<file path="src/rtl/fifo_ptr_ctrl.sv">
// Pointer and status controller for a small register-file FIFO.
// Gates requests into storage strobes and tracks occupancy plus sticky error flags.
module fifo_ptr_ctrl #(
  parameter int unsigned ADDR_W = 2
) (
  input  logic              clk,
  input  logic              rst,
  input  logic              wr_req,
  input  logic              rd_req,
  input  logic              clr_err,
  output logic              wr_en,
  output logic [ADDR_W-1:0] wr_addr,
  output logic              rd_en,
  output logic [ADDR_W-1:0] rd_addr,
  output logic              full,
  output logic              empty,
  output logic [ADDR_W:0]   count,
  output logic              overflow,
  output logic              underflow
);

  logic [ADDR_W:0] wptr_q, wptr_d;
  logic [ADDR_W:0] rptr_q, rptr_d;
  logic            ovf_q, ovf_d;
  logic            unf_q, unf_d;

  // Status comes straight from the registered pointers; the MSB is the wrap bit.
  always_comb begin
    empty = (wptr_q == rptr_q);
    full  = (wptr_q[ADDR_W-1:0] == rptr_q[ADDR_W-1:0]) && (wptr_q[ADDR_W] != rptr_q[ADDR_W]);
    count = wptr_q - rptr_q;
  end

  // A read on a full FIFO frees a slot, so the write is accepted alongside it.
  // No fall-through: a read on an empty FIFO is rejected even with a concurrent write.
  always_comb begin
    rd_en = rd_req & ~empty & ~rst;
    wr_en = wr_req & (~full | rd_req) & ~rst;
  end

  always_comb begin
    wptr_d = wptr_q + {{ADDR_W{1'b0}}, wr_en};
    rptr_d = rptr_q + {{ADDR_W{1'b0}}, rd_en};
    // A new error event in the same cycle as clr_err keeps the flag set.
    ovf_d  = (ovf_q & ~clr_err) | (wr_req & ~wr_en);
    unf_d  = (unf_q & ~clr_err) | (rd_req & ~rd_en);
  end

  always_ff @(posedge clk) begin
    if (rst) begin
      wptr_q <= '0;
      rptr_q <= '0;
      ovf_q  <= 1'b0;
      unf_q  <= 1'b0;
    end else begin
      wptr_q <= wptr_d;
      rptr_q <= rptr_d;
      ovf_q  <= ovf_d;
      unf_q  <= unf_d;
    end
  end

  assign wr_addr   = wptr_q[ADDR_W-1:0];
  assign rd_addr   = rptr_q[ADDR_W-1:0];
  assign overflow  = ovf_q;
  assign underflow = unf_q;

endmodule

</file>
<file path="config.mk">
export PLATFORM = sky130hd
export DESIGN_NAME = fifo_ptr_ctrl
export DESIGN_NICKNAME = d
export VERILOG_FILES = /design/src/rtl/fifo_ptr_ctrl.sv
export SDC_FILE = /design/constraint.sdc
export NUM_CORES = 1
export LEC_CHECK = 0
export ABC_AREA = 1
export ABC_CLOCK_PERIOD_IN_PS = 1500
export CORE_MARGIN = 5
export CORE_UTILIZATION = 37
export DETAILED_ROUTE_END_ITERATION = 10
export PLACE_DENSITY = 0.71
export SLEW_MARGIN = 30
export SYNTH_ARGS = -nofsm -noshare
export SYNTH_HDL_FRONTEND = slang
export SYNTH_SLANG_ARGS = --single-unit
</file>
<file path="constraint.sdc">
create_clock -name clk -period 1.5 [get_ports clk]
set_input_delay 0.3 -clock clk [delete_from_list [all_inputs] [get_ports clk]]
set_output_delay 0.3 -clock clk [all_outputs]
set_load 0.01 [all_outputs]
</file>
==> impl_metrics.toml <==
[routing]
finalWirelength_mm = 1.15
route.detailed.drc = 0
wl_per_cell_um = 10.5
dr_total_vias = 480
avgViaCountPerCell = 4.36
ant_nets = 0
firstDrtPassIters = 3
first_iter_violations = 4

[sta]
finalSetupViolCount = 10
period_share = 1.14
relSlewSlack = 0.870
fin_ws_ns = -0.212
slew_viol_final = 0
finClkSkew_ns = 0.00137
tightest_slew_ns = 0.194
hold_viol_final = 0
period_needed_ns = 1.71
clock.fmax_ghz = 0.584
grt_setup_unrepaired = "true"

[pwr]
swShare = 0.293
internal_power_mw = 0.436
p_clk_frac = 0.276
comb_power_share = 0.351
switching_power_mw = 0.181
peakVddDrop_uv = 466
power_leakage_nw = 0.430
seq_power_share = 0.372
finalPower_mw = 0.617
power_density_nw_per_um2 = 675

[synthesis]
syn_nets = 75
synth_seq_area_share = 0.327
syn_area_um2 = 489
synthCells = 63
synth_seq_cells = 8
yosysUniqueCellTypes = 14
ys_warn_count = 0
avgSynthCellArea_um2 = 7.77

[floorplan]
fp.dieW_um = 46.4
io_pins = 18
floorplan.rows = 13
die_y_um = 46.4
die_area_um2 = 2150
start_util = 0.386
coreArea_um2 = 1270

[layout]
finalCoreUtilization = 0.721
diodes = 0
nNetsFinal = 109
syn2layout_area_growth_pct = 87.0
drive_gt1_frac = 0.600

[critical_path]
critPathMaxFanout = 2
arrival_ns = 1.41
path_class = "reg -> out"
critPathCaptureType = "primary output"
start_kind = "flop"
cp.required_ns = 1.20

[global_routing]
busiest_layer = "met2"
grt_pass1_wl_mm = 1.90
met3_usage = 0.0352
grt_max_degree = 5
grt_usage = 0.131
use_met2 = 0.206
grt_use_met1 = 0.147
antenna_found_initial = 0
grt_pass1_vias = 462
grt_overflow = 0

[outcome]
violations = "setup timing"
status = "finished, violations left"

[clocking]
numCtsBuffers = 3
cts_root_buf = "clkbuf_4"
clock-sinks = 8
cts_tree = "built"
clkTransAtPathRegs_ns = 0.05
htree_levels = 1
clock_path_buffers = 2
clk_latency_ns = 0.26

[placement]
io_buffers = 17
place_congestion = 0.699
dp_hpwl_um = 862

[worst_hold_path]
hold_class = "reg -> reg"

[flow_run]
cap_violations = 0
## state kept, by name, indices dropped and copies added, names as in the netlist
signal and count:
overflow 1, rptr_q 3, underflow 1, wptr_q 3
## cell usage in the layout (no fill, tap or decap), types with 3 or more instances in the layout
| cell type | count |
|---|---|
| buf_6 | 6 |
| nor2_1 | 6 |
| ha_4 | 6 |
| clkdlybuf4s50_1 | 6 |
| inv_2 | 6 |
| buf_4 | 15 |
| nand2_1 | 3 |
| inv_1 | 11 |
| dlygate4sd2_1 | 4 |
| nand2_2 | 4 |
| dfxtp_1 | 4 |
| clkbuf_4 | 3 |
| dfxtp_2 | 4 |
## area by class of cell
class                   instances  area, um2
repair buffers                 34        290
fillers                        97        354
inverters                      17       63.8
clock buffers                   3       22.5
multi-input cells              33        354
well taps                      15       18.8
flip-flops and latches          8        165
## per-layer routing
metal  vias up  wire length [um]
met2        15               573
met4         0                31
met1       215               459
li1        246                 -
met5         -                 0
met3         4                89
## power by group through the flow
stage,combinational (mW),clock [mW],sequential (mW)
floorplan,0.0904,0,0.236
global placement,0.172,0,0.234
detailed placement,0.176,0,0.234
CTS,0.205,0.167,0.230
global route,0.234,0.190,0.231
finish,0.217,0.171,0.230
## kinds of logic (layout without fill, tap and decap cells)
family	after synthesis	after routing	share of synthesized area
AND/OR/NAND/NOR	22	22	0.212
buffers and inverters	22	54	0.202
flip-flops	8	8	0.327
adder cells (fa/ha/maj)	7	7	0.194
XOR/XNOR	3	3	0.0537
AO/OA/AOI/OAI	1	1	0.0102
## timing repair
| item | in CTS | in global routing |
|---|---|---|
| endpoints found under the hold margin | 0 | 0 |
| setup buffers | 4 | 1 |
| hold buffers | 0 | 0 |
| cloned | 0 | 0 |
| pin swaps | 10 | 0 |
| setup endpoints to repair | 17 | 13 |
| resized for setup | 48 | 3 |
## synth_stat cells (all sizes together)
| cell | number | area share |
|---|---|---|
| inv | 17 | 0.13 |
| xnor2 | 3 | 0.054 |
| buf | 5 | 0.072 |
| nand2 | 8 | 0.077 |
| fa | 1 | 0.041 |
| ha | 6 | 0.15 |
| a21oi | 1 | 0.010 |
| nand4 | 1 | 0.013 |
| nor2 | 10 | 0.092 |
| nand3 | 3 | 0.031 |
| dfxtp | 8 | 0.33 |
## stage by stage
| step | setup TNS, ns | setup WS, ns | instance area (um2) | cells | hold WS (ns) |
|---|---|---|---|---|---|
| 2_1_floorplan | -0.150 | -0.0517 | 553 | 63 | 0.486 |
| 3_3_place_gp | -3.26 | -0.438 | 797 | 102 | 0.469 |
| 3_5_place_dp | -3.61 | -0.466 | 797 | 102 | 0.473 |
| 6_report | -1.37 | -0.212 | 915 | 110 | 0.487 |
| 5_1_grt | -2.22 | -0.263 | 915 | 110 | 0.501 |
| 4_1_cts | -1.33 | -0.211 | 903 | 109 | 0.485 |
## worst paths after layout
kind                                           start                    to  slack (ns)  cells past startpoint
worst min register to register  underflow$_SDFF_PP0_  underflow$_SDFF_PP0_        0.49                      2
worst min-delay path            underflow$_SDFF_PP0_  underflow$_SDFF_PP0_        0.49                      2
worst max-delay path            wptr_q[0]$_SDFF_PP0_              count[1]       -0.21                      5
worst max register to register  rptr_q[1]$_SDFF_PP0_  wptr_q[2]$_SDFF_PP0_       -0.15                     12
## critical path, cell delays in order, from the launching register on
cell and delay [ns]:
dfxtp_2 0.32, inv_2 0.06, ha_4 0.12, inv_2 0.03, fa_2 0.52, buf_6 0.10
No activity file was read; power rests on OpenSTA's default activity.
